--- src/rtl/arith_ctrl_pkg.sv ---
// Shared types and helpers for the arithmetic sequencing controllers.
package arith_ctrl_pkg;

    typedef enum logic [1:0] {
        IDLE = 2'd0,
        LOAD = 2'd1,
        RUN  = 2'd2,
        DONE = 2'd3
    } state_t;

    // Iteration counter width: enough to hold N plus one spare bit.
    function automatic int unsigned cnt_w(input int unsigned n);
        return 32'($clog2(n)) + 32'd1;
    endfunction

endpackage

--- src/rtl/n_bit_subtractor.sv ---
// Combinational ripple-borrow subtractor: diff_c = a - b - borin when enabled.
module n_bit_subtractor #(
    parameter int unsigned W = 8
) (
    input  logic [W-1:0] a,
    input  logic [W-1:0] b,
    input  logic         borin,
    input  logic         enable,
    output logic [W-1:0] diff_c,
    output logic         borout_c
);

    logic [W:0]   bchain;
    logic [W-1:0] diff_raw;

    // Bit-serial borrow ripple, LSB first.
    always_comb begin
        bchain    = '0;
        diff_raw  = '0;
        bchain[0] = borin;
        for (int i = 0; i < int'(W); i++) begin
            diff_raw[i]  = a[i] ^ b[i] ^ bchain[i];
            bchain[i+1]  = (~a[i] & b[i]) | (~(a[i] ^ b[i]) & bchain[i]);
        end
    end

    assign diff_c   = enable ? diff_raw : '0;
    assign borout_c = enable & bchain[W];

endmodule

--- src/rtl/restoring_divider_ctrl.sv ---
// Sequential unsigned restoring divider: one quotient bit per RUN cycle
// through a single shared subtractor, with a start/done handshake.
module restoring_divider_ctrl
    import arith_ctrl_pkg::*;
#(
    parameter int unsigned N = 8
) (
    input  logic         clk,
    input  logic         rst_n,
    input  logic         start,
    input  logic [N-1:0] dividend,
    input  logic [N-1:0] divisor,
    output logic         ready,
    output logic         busy,
    output logic         done,
    output logic [N-1:0] quotient,
    output logic [N-1:0] remainder,
    output logic         div_by_zero
);

    localparam int unsigned CW = cnt_w(N);
    localparam int unsigned RW = N + 1;

    state_t        state, next_state;
    logic [N-1:0]  q_q, q_d;
    logic [RW-1:0] r_q, r_d;
    logic [N-1:0]  d_q, d_d;
    logic          z_q, z_d;
    logic [CW-1:0] cnt_q, cnt_d;

    logic          ready_d, busy_d, done_d, dz_d;
    logic [N-1:0]  quotient_d, remainder_d;

    logic [RW-1:0] trial, diff;
    logic          borout;
    logic          unused_r_msb;

    // Partial remainder shifted left with the next dividend bit brought in.
    assign trial        = {r_q[N-1:0], q_q[N-1]};
    assign unused_r_msb = r_q[N];

    n_bit_subtractor #(
        .W (RW)
    ) u_sub (
        .a        (trial),
        .b        ({1'b0, d_q}),
        .borin    (1'b0),
        .enable   (1'b1),
        .diff_c   (diff),
        .borout_c (borout)
    );

    always_ff @(posedge clk or negedge rst_n) begin
        if (!rst_n) begin
            state <= IDLE;
        end else begin
            state <= next_state;
        end
    end

    // Next-state, datapath and output-register update logic.
    always_comb begin
        next_state  = state;
        q_d         = q_q;
        r_d         = r_q;
        d_d         = d_q;
        z_d         = z_q;
        cnt_d       = cnt_q;
        quotient_d  = quotient;
        remainder_d = remainder;
        dz_d        = div_by_zero;

        case (state)
            IDLE: begin
                if (start) begin
                    q_d        = dividend;
                    d_d        = divisor;
                    r_d        = '0;
                    z_d        = (divisor == '0);
                    next_state = (divisor == '0) ? DONE : LOAD;
                end
            end
            LOAD: begin
                cnt_d      = '0;
                next_state = RUN;
            end
            RUN: begin
                r_d   = borout ? trial : diff;
                q_d   = {q_q[N-2:0], ~borout};
                cnt_d = cnt_q + CW'(1);
                if (cnt_q == CW'(N - 1)) begin
                    next_state = DONE;
                end
            end
            DONE: begin
                // Zero divisor reports all-ones quotient and the untouched dividend.
                quotient_d  = z_q ? '1 : q_q;
                remainder_d = z_q ? q_q : r_q[N-1:0];
                dz_d        = z_q;
                next_state  = IDLE;
            end
            default: next_state = IDLE;
        endcase

        ready_d = (next_state == IDLE);
        busy_d  = (next_state == LOAD) || (next_state == RUN);
        done_d  = (state == DONE);
    end

    always_ff @(posedge clk or negedge rst_n) begin
        if (!rst_n) begin
            q_q         <= '0;
            r_q         <= '0;
            d_q         <= '0;
            z_q         <= 1'b0;
            cnt_q       <= '0;
            ready       <= 1'b1;
            busy        <= 1'b0;
            done        <= 1'b0;
            quotient    <= '0;
            remainder   <= '0;
            div_by_zero <= 1'b0;
        end else begin
            q_q         <= q_d;
            r_q         <= r_d;
            d_q         <= d_d;
            z_q         <= z_d;
            cnt_q       <= cnt_d;
            ready       <= ready_d;
            busy        <= busy_d;
            done        <= done_d;
            quotient    <= quotient_d;
            remainder   <= remainder_d;
            div_by_zero <= dz_d;
        end
    end

endmodule

--- config.mk ---
export PLATFORM = sky130hd
export DESIGN_NAME = restoring_divider_ctrl
export DESIGN_NICKNAME = d
export VERILOG_FILES = /design/src/rtl/arith_ctrl_pkg.sv /design/src/rtl/n_bit_subtractor.sv /design/src/rtl/restoring_divider_ctrl.sv
export SDC_FILE = /design/constraint.sdc
export NUM_CORES = 1
export LEC_CHECK = 0
export BUFFER_PORTS_ARGS = -buffer_cell sky130_fd_sc_hd__buf_2
export CAP_MARGIN = 20
export CELL_PAD_IN_SITES_DETAIL_PLACEMENT = 1
export CELL_PAD_IN_SITES_GLOBAL_PLACEMENT = 2
export CORE_ASPECT_RATIO = 0.5
export CORE_MARGIN = 10
export CORE_UTILIZATION = 39
export DETAILED_ROUTE_END_ITERATION = 7
export GPL_TIMING_DRIVEN = 0
export PLACE_DENSITY_LB_ADDON = 0.05
export SYNTH_ARGS = -nofsm -noshare
export SYNTH_HDL_FRONTEND = slang
export SYNTH_SLANG_ARGS = --single-unit
--- constraint.sdc ---
create_clock -name clk -period 6.3 [get_ports clk]
set_clock_uncertainty 0.2 [all_clocks]
set_input_delay 0.63 -clock clk [delete_from_list [all_inputs] [get_ports clk]]
set_output_delay 0.63 -clock clk [all_outputs]
set_load 0.02 [all_outputs]
# Word level (Yosys, flattened, before mapping)
# Index checks and enable logic that the tools add are counted.
dict set report word_totals {
  reg_bits 51
  input_bits 19
  output_inout_bits 20
  word_cells 95
}
dict set report op_classes {
  n_addsub 1
  eq_ne 7
  muxes 12
  n_bitwise 55
  reduce_logical 8
}
# cell n
set ops {}
lappend ops {{8-bit two-way mux} 5}
lappend ops {{8-bit case mux with 2 select lines} 2}
lappend ops {{1-bit inverter} 17}
lappend ops {{1-bit AND} 16}
lappend ops {{1-bit bitwise XOR} 15}
lappend ops {{8-bit logical NOT} 1}
lappend ops {{2-bit case mux with 4 select lines} 1}
lappend ops {{4-bit case mux with 2 select lines} 1}
lappend ops {{1-bit OR} 7}
lappend ops {{2-bit == test, second input constant} 3}
lappend ops {{2-bit two-way mux} 3}
lappend ops {{4-bit by 1-bit adder with 4-bit output, second input constant} 1}
lappend ops {{2-bit by 1-bit == test with 1-bit output, second input constant} 2}
lappend ops {{4-bit by 3-bit == test with 1-bit output, second input constant} 1}
lappend ops {{2-bit logical NOT} 2}
lappend ops {{2-bit AND reduction} 2}
lappend ops {{2-bit nonzero test} 2}
lappend ops {{2-bit != test, second input constant} 1}
lappend ops {{1-bit logical OR} 1}

# Logic depth before layout (Yosys ltp)
# Gate-level depths: netlist of the first run.
dict set report depth {
  depth_word 19
  mapped_depth 13
  mapped_depth_nobuf 12
}

# Cells and area by module
# Synthesis of the first run repeated with hierarchy kept, for this count alone.
dict set report unflattened {
  cells_unflattened 242
  area_unflattened_um2 2622.5
}
# mod n_inst cells_per_inst area_per_inst_um2 seq_area_each_um2
set by_module_without_submodules {}
lappend by_module_without_submodules {restoring_divider_ctrl 1 213 2333.5 1277.5}
lappend by_module_without_submodules {n_bit_subtractor 1 29 289.0 0.0}

# Worst setup path after synthesis of the first run
# Ideal clock, no wire load.
dict set report synth_path {
  path_type {register to register}
  startpoint {register q_q[7]}
  endpoint {register r_q[4]}
  setup_ns 0.096
  arrival_ns 3.810
  required_ns 6.004
  path_slack_ns 2.195
  path_stages_with_launch 14
  path_buffers 1
  synth_period_minus_slack_ns 4.105
  path_cell_list {dfrtp_1 -> inv_1 -> ha_1 -> fa_1 -> fa_1 -> fa_1 -> fa_1 -> fa_1 -> fa_1 -> fa_1 -> nand2b_4 -> buf_2 -> nor2_1 -> o31ai_1}
}
dict set report synth_via {
  elab_chain_cells 19
}
# item line_no
set synth_rtl {}
lappend synth_rtl {{from (decl)} restoring_divider_ctrl.sv:25} ;# logic [N-1:0] q_q, q_d;
lappend synth_rtl {{from (signal assigned)} restoring_divider_ctrl.sv:124} ;# q_q <= q_d;
lappend synth_rtl {{1-bit inverter (*)} n_bit_subtractor.sv:23} ;# bchain[i+1] = (~a[i] & b[i]) | (~(a[i] ^ b[i]) & bchain[i]);
lappend synth_rtl {{1-bit AND (*) (2 in series)} n_bit_subtractor.sv:23}
lappend synth_rtl {{1-bit OR (*)} n_bit_subtractor.sv:23}
lappend synth_rtl {{1-bit AND (*)} n_bit_subtractor.sv:23}
lappend synth_rtl {{1-bit OR (*)} n_bit_subtractor.sv:23}
lappend synth_rtl {{1-bit AND (*)} n_bit_subtractor.sv:23}
lappend synth_rtl {{1-bit OR (*)} n_bit_subtractor.sv:23}
lappend synth_rtl {{1-bit AND} n_bit_subtractor.sv:23}
lappend synth_rtl {{(+2 left out)} --}
lappend synth_rtl {{1-bit OR} n_bit_subtractor.sv:23}
lappend synth_rtl {{1-bit AND} n_bit_subtractor.sv:23}
lappend synth_rtl {{1-bit OR} n_bit_subtractor.sv:23}
lappend synth_rtl {{1-bit AND} n_bit_subtractor.sv:23}
lappend synth_rtl {{1-bit OR} n_bit_subtractor.sv:23}
lappend synth_rtl {{1-bit AND} n_bit_subtractor.sv:23}
lappend synth_rtl {{8-bit two-way mux (*)} restoring_divider_ctrl.sv:88} ;# r_d = borout ? trial : diff;
lappend synth_rtl {{8-bit case mux with 2 select lines (*)} restoring_divider_ctrl.sv:73} ;# case (state)
lappend synth_rtl {{to (signal assigned)} restoring_divider_ctrl.sv:125} ;# r_q <= r_d;
lappend synth_rtl {{to (decl)} restoring_divider_ctrl.sv:26} ;# logic [RW-1:0] r_q, r_d;
# Mark *: on every way between the ends. The rest lies on a longest branch, timed or not.
# A chain may end at the register's enable or synchronous reset.

# Worst setup path in the final report of the first run
dict set report layout_path {
  startpoint {register q_q[7]}
  endpoint {register r_q[1]}
}
dict set report layout_via {
  elab_chain_cells 19
}
# item line_no
set layout_rtl {}
lappend layout_rtl {{1-bit inverter (*)} n_bit_subtractor.sv:23}
lappend layout_rtl {{1-bit AND (*)} n_bit_subtractor.sv:23}
lappend layout_rtl {{1-bit AND} n_bit_subtractor.sv:23}
lappend layout_rtl {{1-bit OR} n_bit_subtractor.sv:23}
lappend layout_rtl {{1-bit AND} n_bit_subtractor.sv:23}
lappend layout_rtl {{1-bit OR} n_bit_subtractor.sv:23}
lappend layout_rtl {{1-bit AND} n_bit_subtractor.sv:23}
lappend layout_rtl {{1-bit OR} n_bit_subtractor.sv:23}
lappend layout_rtl {{(+3 left out)} --}
lappend layout_rtl {{1-bit OR} n_bit_subtractor.sv:23}
lappend layout_rtl {{1-bit AND} n_bit_subtractor.sv:23}
lappend layout_rtl {{1-bit OR} n_bit_subtractor.sv:23}
lappend layout_rtl {{1-bit AND} n_bit_subtractor.sv:23}
lappend layout_rtl {{1-bit OR} n_bit_subtractor.sv:23}
lappend layout_rtl {{1-bit AND} n_bit_subtractor.sv:23}
lappend layout_rtl {{8-bit two-way mux (*)} restoring_divider_ctrl.sv:88}
lappend layout_rtl {{8-bit case mux with 2 select lines (*)} restoring_divider_ctrl.sv:73}
# Marked as above.

==> results of run 1 <==
-- path summary, 6_finish.rpt --
kind	startpoint	to	slack [ns]
setup reg to reg	q_q[7]	r_q[1]	1.84
min in group clk	div_by_zero	div_by_zero	0.31
setup / recovery	q_q[7]	r_q[1]	1.84
hold / removal	rst_n	cnt_q[1]	0.03
max in group asynchronous	rst_n	q_q[5]	5.36
hold reg to reg	div_by_zero	div_by_zero	0.31
-- placed cells by master, fill, tap and decap left out, types with 2 or more instances in the layout --
cell type,n
nand2_1,18
buf_6,2
buf_2,43
buf_4,2
mux2_2,9
clkbuf_1,3
o21ai_1,2
ha_1,6
inv_1,14
nand3_1,3
and2_1,8
nor4_1,2
o31ai_1,8
clkbuf_16,5
dfrtp_1,50
mux2i_1,17
a21oi_1,16
o21ai_0,9
fa_1,7
nor2_1,32
-- routing by layer --
metal | vias up | wire length [microns] | global-route usage, %
met2 | 29 | 2540 | 17.7
met1 | 867 | 3200 | 18.1
met4 | 0 | 40 | 2.59
met5 | - | 0 | 0
met3 | 4 | 340 | 5.14
li1 | 866 | - | -
-- power groups by stage --
stage / sequential, mW / clock [mW] / combinational [mW]
floorplan: 0.638 / 0 / 0.421
global placement: 0.586 / 0 / 0.664
detailed placement: 0.593 / 0 / 0.690
CTS: 0.587 / 0.287 / 0.692
global route: 0.609 / 0.308 / 0.772
finish: 0.583 / 0.278 / 0.679
-- final cells by class --
| type | count | share of cell area (%) |
|---|---|---|
| buffer | 12 | 2.48 |
| clock buffer | 6 | 4.67 |
| clock inverter | 1 | 0.294 |
| inverter | 14 | 1.77 |
| multi-input combinational | 153 | 37.1 |
| sequential | 51 | 43.0 |
| tap | 88 | 3.70 |
| timing repair buffer | 39 | 7.07 |
-- stage by stage --
stage / hold WS, ns / area (sq um) / worst slack (ns) / util, %
floorplan: 0.134 / 2510 / 2.19 / -
global placement: 0.286 / 2810 / 1.87 / 45.6
detailed placement: 0.299 / 2830 / 1.82 / 45.9
CTS: 0.0322 / 2970 / 1.79 / 48.3
global route: 0.0274 / 2970 / 1.56 / 48.3
finish: 0.0299 / 2970 / 1.84 / 48.3
-- registers in the layout, summed over array words and instances (netlist names) --
register and count:
div_by_zero 1, state 2, ready 1, busy 1
q_q 8, r_q 8, quotient 8, done 1
z_q 1, d_q 8, remainder 8, cnt_q 4
-- kinds of logic (layout without fill, tap and decap cells) --
kind of cell	Yosys count	in the layout	synth area share [%]
AOI/OAI and AO/OA	42	42	10.4
adders and majority gates	13	13	8.59
buffers and inverters	26	72	5.04
DFF	51	51	51.0
muxes	27	27	11.7
and+or+nand+nor	71	71	13.3
-- worst max-delay path: cells and delay by family, from the launching register on --
kind | cells | cell delay, ns
flops | 1 | 0.47
simple gates | 2 | 0.18
compound gates | 1 | 0.22
buf+inv | 2 | 0.30
fa+ha+maj | 8 | 2.98
==> flow_summary.toml, run 1 <==
[outcome]
status = "completed"

[critical_path]
max_stage_delay_ns = 0.47
reg2regPathDepth = 13
end_kind = "flip-flop"
slowest_stage = "dfrtp_1"
critical_path_class = "flip-flop to flip-flop"
startpoint_type = "flip-flop"
cp_data_arrival_time_ns = 4.46
crit_top_cell = "fa_1"
worstPathMaxFanout = 10
crit_path_cell_trace = "inv_1, ha_1, fa_1, fa_1, fa_1, fa_1, fa_1, fa_1, fa_1, nand2b_4, buf_2, nor2_1, o31ai_1"
required_ns = 6.29

[grt]
grt_use_total_pct = 12.8
antenna_found_initial = 0
grt_max_degree = 40
grt.overflow.total = 0
grt_pass1_vias = 1868
grt_pass1_wl_mm = 10.4

[yosys]
async_flop_share_pct = 100
yosysUniqueCellTypes = 36
synth_area_leader_cell = "dfrtp_1"
synth_top_area_share_pct = 49.9
ys_seq_area_share_pct = 51.0
synth-edff-count = 0
synth_common_cells = "dfrtp_1 (50), nor2_1 (32), nand2_1 (18), mux2i_1 (17), a21oi_1 (16)"
synthTopCellsByArea = "dfrtp_1 (50%), mux2i_1 (6.8%), fa_1 (5.6%)"
post-synth-top-count-cell = "dfrtp_1"
syn_area_sq_mm = 0.00251
syn_nets = 262
ys.flop_type = "dfrtp_1"
syn_area_per_cell_sq_um = 10.9
synthCells = 230
ys_ff_latch = 51
synth_warnings = 0

[timing]
max_freq_ghz = 0.224
report.final.hold_viol_count = 0
worst_pin_slew_ns = 0.577
setup_viol = 0
relSlewSlack_pct = 61.3
slew_viol_final = 0
tns_ns = 0
rsz0062_at_grt = "false"
min_period_over_period_pct = 70.8
min_period_ns = 4.46

[clocking]
cts_buffer_depth = 2
cts.sinks = 51
hold_buffers = 0
clk_latency_ns = 0.29
cts_buffers = 5
post_cts_buffers = 0
cts-resized-gates = 0
cts_tree = "yes"
cts.htree.levels = 2
path_clk_slew_ns = 0.07
root_buffer = "clkbuf_16"

[power]
p_seq_share_pct = 37.9
total_power_mw = 1.54
ir_drop_v = 0.000196
p_switching_mw = 0.626
power.internal_mw = 0.914
power_frac_comb_pct = 44.1
p_leak_nw = 1.32
p_sw_share_pct = 40.6
clkPwrFrac_pct = 18.1
p_per_area_mw_per_mm2 = 518

[min_path]
hold_class = "input pin to async pin"

[layout]
diodes = 0
regArea_sq_mm = 0.00128
multi_input_area_sq_mm = 0.00110
n_fill_cell = 708
drive_gt1_share_pct = 26.4
fin_nets = 308
syn2layout_area_growth_pct = 18.7
fin_cells = 364

[floorplan]
start_util_pct = 40.7
coreArea_sq_mm = 0.00616
dieArea_sq_mm = 0.0102
die_w_microns = 133
rows = 20
die_h_microns = 76.7
ios = 39

[placed_design]
portBuffers = 38
hpwl_mm = 4.68
dp_cells = 357
globalplace.congestion = 0.750

[detailed_routing]
routed_wl_mm = 6.12
drt_iter0_markers = 79
vias = 1766
viasPerCell = 4.85
drc = 0
dr.pass1.iters = 4
wl_per_cell_microns = 16.8
drtAntennaViolNets = 0

[run]
drv_cap = 0
No activity file was read; power rests on OpenSTA's default activity.
==> inputs of run 2 (changes only) <==
CORE_UTILIZATION = 33   (was 39)
clock period = 4 ns   (was 6.3 ns; I/O delays follow)
==> run 2 against run 1 <==
  * First-iteration DRC count is 13% higher
  * Combinational power is 77% higher
  * Utilization is 6.0 points lower
  * Via count is 4.9% higher
  * Clock power is 83% higher
  * Sequential cell count stayed put
  * Non-clock buffer count is 6 higher
  * Register-to-register slack worse by 1.7 ns
  * Critical path type unchanged
  * Critical endpoint is now r_q[4]
  * Largest cell class unchanged
  * Highest routed layer unchanged
==> flow_summary.toml, run 2 (synthesis gave the netlist of run 1 again) <==
[layout]
diodes = 0
post-route-util_pct = 42.3
layout_commonest_cell = "dfrtp_1"
final_cell_mix = "dfrtp_1 (49), buf_2 (42), nor2_1 (30), nand2_1 (18), mux2i_1 (17)"
drive_gt1_share_pct = 32.5
n_fill_cell = 833
fin_nets = 314
syn2layout_area_growth_pct = 24.1
fin_cells = 379

[detailed_routing]
vias = 1852
drt_iter0_markers = 89
dr.pass1.iters = 4
drtAntennaViolNets = 0
wl_per_cell_microns = 17.8
drc = 0
routed_wl_mm = 6.74
viasPerCell = 4.89

[floorplan]
ios = 39
start_util_pct = 34.1
dieArea_sq_mm = 0.0117
coreArea_sq_mm = 0.00735
rows = 22
die_w_microns = 143
die_h_microns = 81.6

[min_path]
hold_depth = 2
hold_class = "input pin to flip-flop"
hp-start = "divisor[4]"
whs_endpoint = "d_q[4]"

[placed_design]
hpwl_mm = 4.92
globalplace.congestion = 0.732
dp_cells = 365
portBuffers = 38

[timing]
min_period_ns = 3.88
report.final.hold_viol_count = 0
max_freq_ghz = 0.258
setup_viol = 0
rsz0062_at_grt = "true"
slew_viol_final = 0
worst_pin_slew_ns = 0.644
relSlewSlack_pct = 56.8
min_period_over_period_pct = 97.0

[critical_path]
ff2ff_setup_slack_ns = 0.12
cp_data_arrival_time_ns = 3.89
crit_top_cell = "fa_2"
reg2regPathDepth = 13
end_kind = "flip-flop"
worstPathMaxFanout = 6
max_stage_delay_ns = 0.42
reg2reg_to = "r_q[4]"
slowest_stage = "fa_2"
required_ns = 4.01
r2r-start = "q_q[7]"
startpoint_type = "flip-flop"
critical_path_class = "flip-flop to flip-flop"
crit_path_cell_trace = "inv_2, ha_4, fa_2, fa_2, fa_2, fa_2, fa_2, fa_2, fa_2, nand2b_4, buf_6, nor2_1, o31ai_1"

[power]
p_per_area_mw_per_mm2 = 845
p_leak_nw = 1.37
ir_drop_v = 0.000335

[clocking]
cts.sinks = 51
cts_buffers = 5
cts.htree.levels = 2
cts_buffer_depth = 2
path_clk_slew_ns = 0.07
clk_latency_ns = 0.29
root_buffer = "clkbuf_16"
cts_tree = "yes"

[grt]
grt.overflow.total = 0
grt_use_total_pct = 12.2
grt_pass1_vias = 1980
antenna_found_initial = 0
grt_max_degree = 35
grt_pass1_wl_mm = 10.9

[run]
drv_cap = 0

[outcome]
status = "completed"
## run 2: cell count changes in the layout (fill, tap and decap cells not counted), sizes merged
cell	before	now
dlygate4sd3	0	1
bufinv	0	1
clkinv	0	1
buf	48	53
inv	15	14
## run 2: metal layers
metal,part of all wire (%),track usage [%],vias up
li1,-,-,883
met1,51,16.2,929
met2,42,18.4,30
met3,5.7,4.20,10
met4,1.1,3.95,0
met5,0,0,-
## run 2: worst max-delay path by stage
stage	startpoint	to	slack [ns]	depth (start not counted)
floorplan	q_q[7]	r_q[4]	0.007	13
global placement	q_q[7]	r_q[5]	-0.31	13
detailed placement	q_q[7]	r_q[4]	-0.36	13
CTS	q_q[7]	r_q[7]	0.003	13
global route	q_q[7]	r_q[5]	-0.02	13
finish	q_q[7]	r_q[4]	0.12	13
## run 2: metrics by stage
| step | cell area, sq um | power (mW) | setup slack [ns] | hold slack [ns] | TNS, ns |
|---|---|---|---|---|---|
| after floorplan | 2520 | 1.68 | 0.00669 | -0.0956 | 0 |
| after global placement | 2830 | 2.00 | -0.309 | 0.289 | -2.51 |
| after detailed placement | 2850 | 2.04 | -0.356 | 0.182 | -2.96 |
| after CTS | 3060 | 2.62 | 0.00335 | 0.156 | 0 |
| after global routing | 3110 | 2.87 | -0.0219 | 0.157 | -0.0511 |
| final | 3110 | 2.63 | 0.119 | 0.162 | 0 |
## run 2: area by class of cell
| class | instances | area, sq um | area share (%) |
|---|---|---|---|
| inverter | 14 | 52.6 | 1.69 |
| multi-input combinational | 153 | 1140 | 36.7 |
| tap | 96 | 120 | 3.86 |
| buffer | 12 | 80.1 | 2.58 |
| sequential | 51 | 1280 | 41.1 |
| timing repair buffer | 45 | 262 | 8.41 |
| clock buffer | 6 | 139 | 4.47 |
| clock inverter | 2 | 35.0 | 1.13 |
## run 2: power breakdown
part | internal, mW | switching (mW) | total [mW]
clock | 0.312 | 0.196 | 0.508
combinational | 0.529 | 0.668 | 1.20
sequential | 0.744 | 0.177 | 0.921
## run 2: worst max-delay path: cells and delay by family, from the launching register on
| family | cells | cell delay (ns) |
|---|---|---|
| buffers and inverters | 2 | 0.17 |
| and+or+nand+nor | 2 | 0.16 |
| AOI/OAI and AO/OA | 1 | 0.22 |
| DFF | 1 | 0.39 |
| adders and majority gates | 8 | 2.66 |
## run 2: what timing repair did
item                                    CTS  global route
hold buffers                              1             0
gates cloned                              1             0
setup buffers                             2             2
endpoints found under the setup margin    9             9
endpoints found under the hold margin    16             0
pin swaps                                 1             3
gates resized for setup                   5             9
==> inputs of run 3 (changes only) <==
PLACE_DENSITY_LB_ADDON = 0.1   (was 0.05)
==> run 3 against run 2 <==
  * The run now ends with hold timing left
  * Register-to-register slack gained 0.03 ns
  * Clock-buffer cell count shrank 1
  * Global-route usage is 0.10 points higher
  * Critical path type unchanged
  * Largest power group unchanged
==> flow_summary.toml, run 3 (synthesis gave the netlist of run 1 again) <==
[clocking]
cts_tree = "yes"
cts.sinks = 51
cts_buffers = 5
root_buffer = "clkbuf_16"
path_clk_slew_ns = 0.07
cts_buffer_depth = 2
hold_buffers = 0
clk_latency_ns = 0.29
cts.htree.levels = 2

[critical_path]
cp_data_arrival_time_ns = 3.80
max_stage_delay_ns = 0.38
slowest_stage = "dfrtp_2"
critical_path_class = "flip-flop to flip-flop"
crit_path_cell_trace = "inv_1, ha_2, fa_2, fa_2, fa_2, fa_2, fa_2, fa_2, fa_2, nand2b_4, buf_6, and2_1, o31ai_2"
startpoint_type = "flip-flop"
worstPathMaxFanout = 7
reg2reg_to = "r_q[5]"
r2r-start = "q_q[7]"
cp-endpoint = "r_q[5]"
critical_path.top_delay_family = "adder cells"
required_ns = 3.95
cp_num_cells = 13
crit_path_start = "q_q[7]"
cp.buffers_inverters = 2
crit_top_cell = "fa_2"
end_kind = "flip-flop"
reg2regPathDepth = 13
ff2ff_setup_slack_ns = 0.15

[detailed_routing]
drt_iter0_markers = 80
dr.pass1.iters = 4
drc = 0
routed_wl_mm = 6.62
wl_per_cell_microns = 17.6
met1_length_mm = 3.57
routed-wl-met2_mm = 2.61
wl_met3_microns = 380
vias = 1837
top_layer = "met4"
drtAntennaViolNets = 0
viasPerCell = 4.89

[layout]
layout_commonest_cell = "dfrtp_1"
diodes = 0
regArea_sq_mm = 0.00128
final_cell_mix = "dfrtp_1 (49), buf_2 (42), nor2_1 (32), nand2_1 (18), mux2i_1 (17)"
drive_gt1_share_pct = 31.1
multi_input_area_sq_mm = 0.00113
design_area_sq_mm = 0.00312
syn2layout_area_growth_pct = 24.4
fin_nets = 311
n_fill_cell = 803
post-route-util_pct = 42.4

[timing]
worst_pin_slew_ns = 0.820
setup_viol = 0
report.final.hold_viol_count = 2
relSlewSlack_pct = 45.3
holdWs_ns = -0.00118
slew_viol_final = 0
rsz0062_at_grt = "false"
max_freq_ghz = 0.260
min_period_over_period_pct = 96.3
min_period_ns = 3.85

[power]
p_switching_mw = 1.05
p_per_area_mw_per_mm2 = 864
p_seq_share_pct = 34.5
ir_drop_v = 0.000248
p_sw_share_pct = 39.1
clkPwrFrac_pct = 20.6
p_leak_nw = 1.36
power_frac_comb_pct = 44.8
power.internal_mw = 1.64

[floorplan]
rows = 22
ios = 39
die_w_microns = 143
coreArea_sq_mm = 0.00735
start_util_pct = 34.1
die_h_microns = 81.6
dieArea_sq_mm = 0.0117

[grt]
grt.overflow.total = 0
grt_max_degree = 33
grt_use_total_pct = 12.3
grt_pass1_wl_mm = 11.2
antenna_found_initial = 0
grt_pass1_vias = 2022

[placed_design]
placed_cell_area_sq_mm = 0.00285
hpwl_mm = 4.94
portBuffers = 38
globalplace.congestion = 0.735

[outcome]
status = "finished with violations"
violations = "hold timing"

[min_path]
hold_class = "input pin to async pin"

[run]
drv_cap = 0
## run 3: changes by cell type in the layout (fill, tap and decap cells not counted), sizes merged
cell and delta:
clkinvlp +1, buf -3, dlygate4sd3 -1, bufinv +1, clkinv -1
## run 3: routing by layer
| metal | global-route usage, % | vias to the layer above |
|---|---|---|
| met4 | 3.34 | 0 |
| met1 | 17.5 | 915 |
| met5 | 0 | - |
| met2 | 17.4 | 39 |
| met3 | 4.09 | 7 |
| li1 | - | 876 |
## run 3: through the flow
| stage | power (mW) | setup slack [ns] | instances | setup TNS (ns) | hold slack [ns] |
|---|---|---|---|---|---|
| global placement | 2.01 | -0.262 | 364 | -2.09 | 0.289 |
| finish | 2.69 | 0.147 | 376 | 0 | -0.00118 |
| CTS | 2.67 | 0.00361 | 375 | 0 | 0.0302 |
| global route | 2.93 | 0.0196 | 376 | 0 | 0.0499 |
| detailed placement | 2.06 | -0.387 | 365 | -2.58 | 0.308 |
| floorplan | 1.68 | 0.00669 | 230 | 0 | -0.0956 |
## run 3: timing repair
action	4_1_cts	5_1_grt
endpoints found under the hold margin	0	0
pin swaps	2	0
buffers inserted	2	0
endpoints found under the setup margin	9	9
gates resized for setup	5	5
cloned	0	1
## run 3: worst min-delay path by stage
| stage | endpoint | slack [ns] | depth (start not counted) | start |
|---|---|---|---|---|
| floorplan | busy | -0.1 | 0 | rst_n |
| global placement | div_by_zero | 0.29 | 1 | div_by_zero |
| detailed placement | div_by_zero | 0.31 | 1 | div_by_zero |
| CTS | quotient[5] | 0.03 | 1 | rst_n |
| global route | quotient[5] | 0.05 | 1 | rst_n |
| finish | quotient[5] | -0.001 | 1 | rst_n |
## run 3: area by class of cell
cell class	count	share of cell area [%]
buffer	12	2.69
clock buffer	5	4.01
clock inverter	3	2.17
inverter	14	1.69
multi-input combinational	153	36.2
sequential	51	41.0
tap	96	3.85
timing repair buffer	42	8.39
## run 3: power groups by stage
stage / registers, mW / logic [mW] / clock network [mW]
floorplan: 1.01 / 0.674 / 0
global placement: 0.934 / 1.08 / 0
detailed placement: 0.944 / 1.12 / 0
CTS: 0.933 / 1.17 / 0.569
global route: 0.966 / 1.36 / 0.600
finish: 0.930 / 1.21 / 0.555
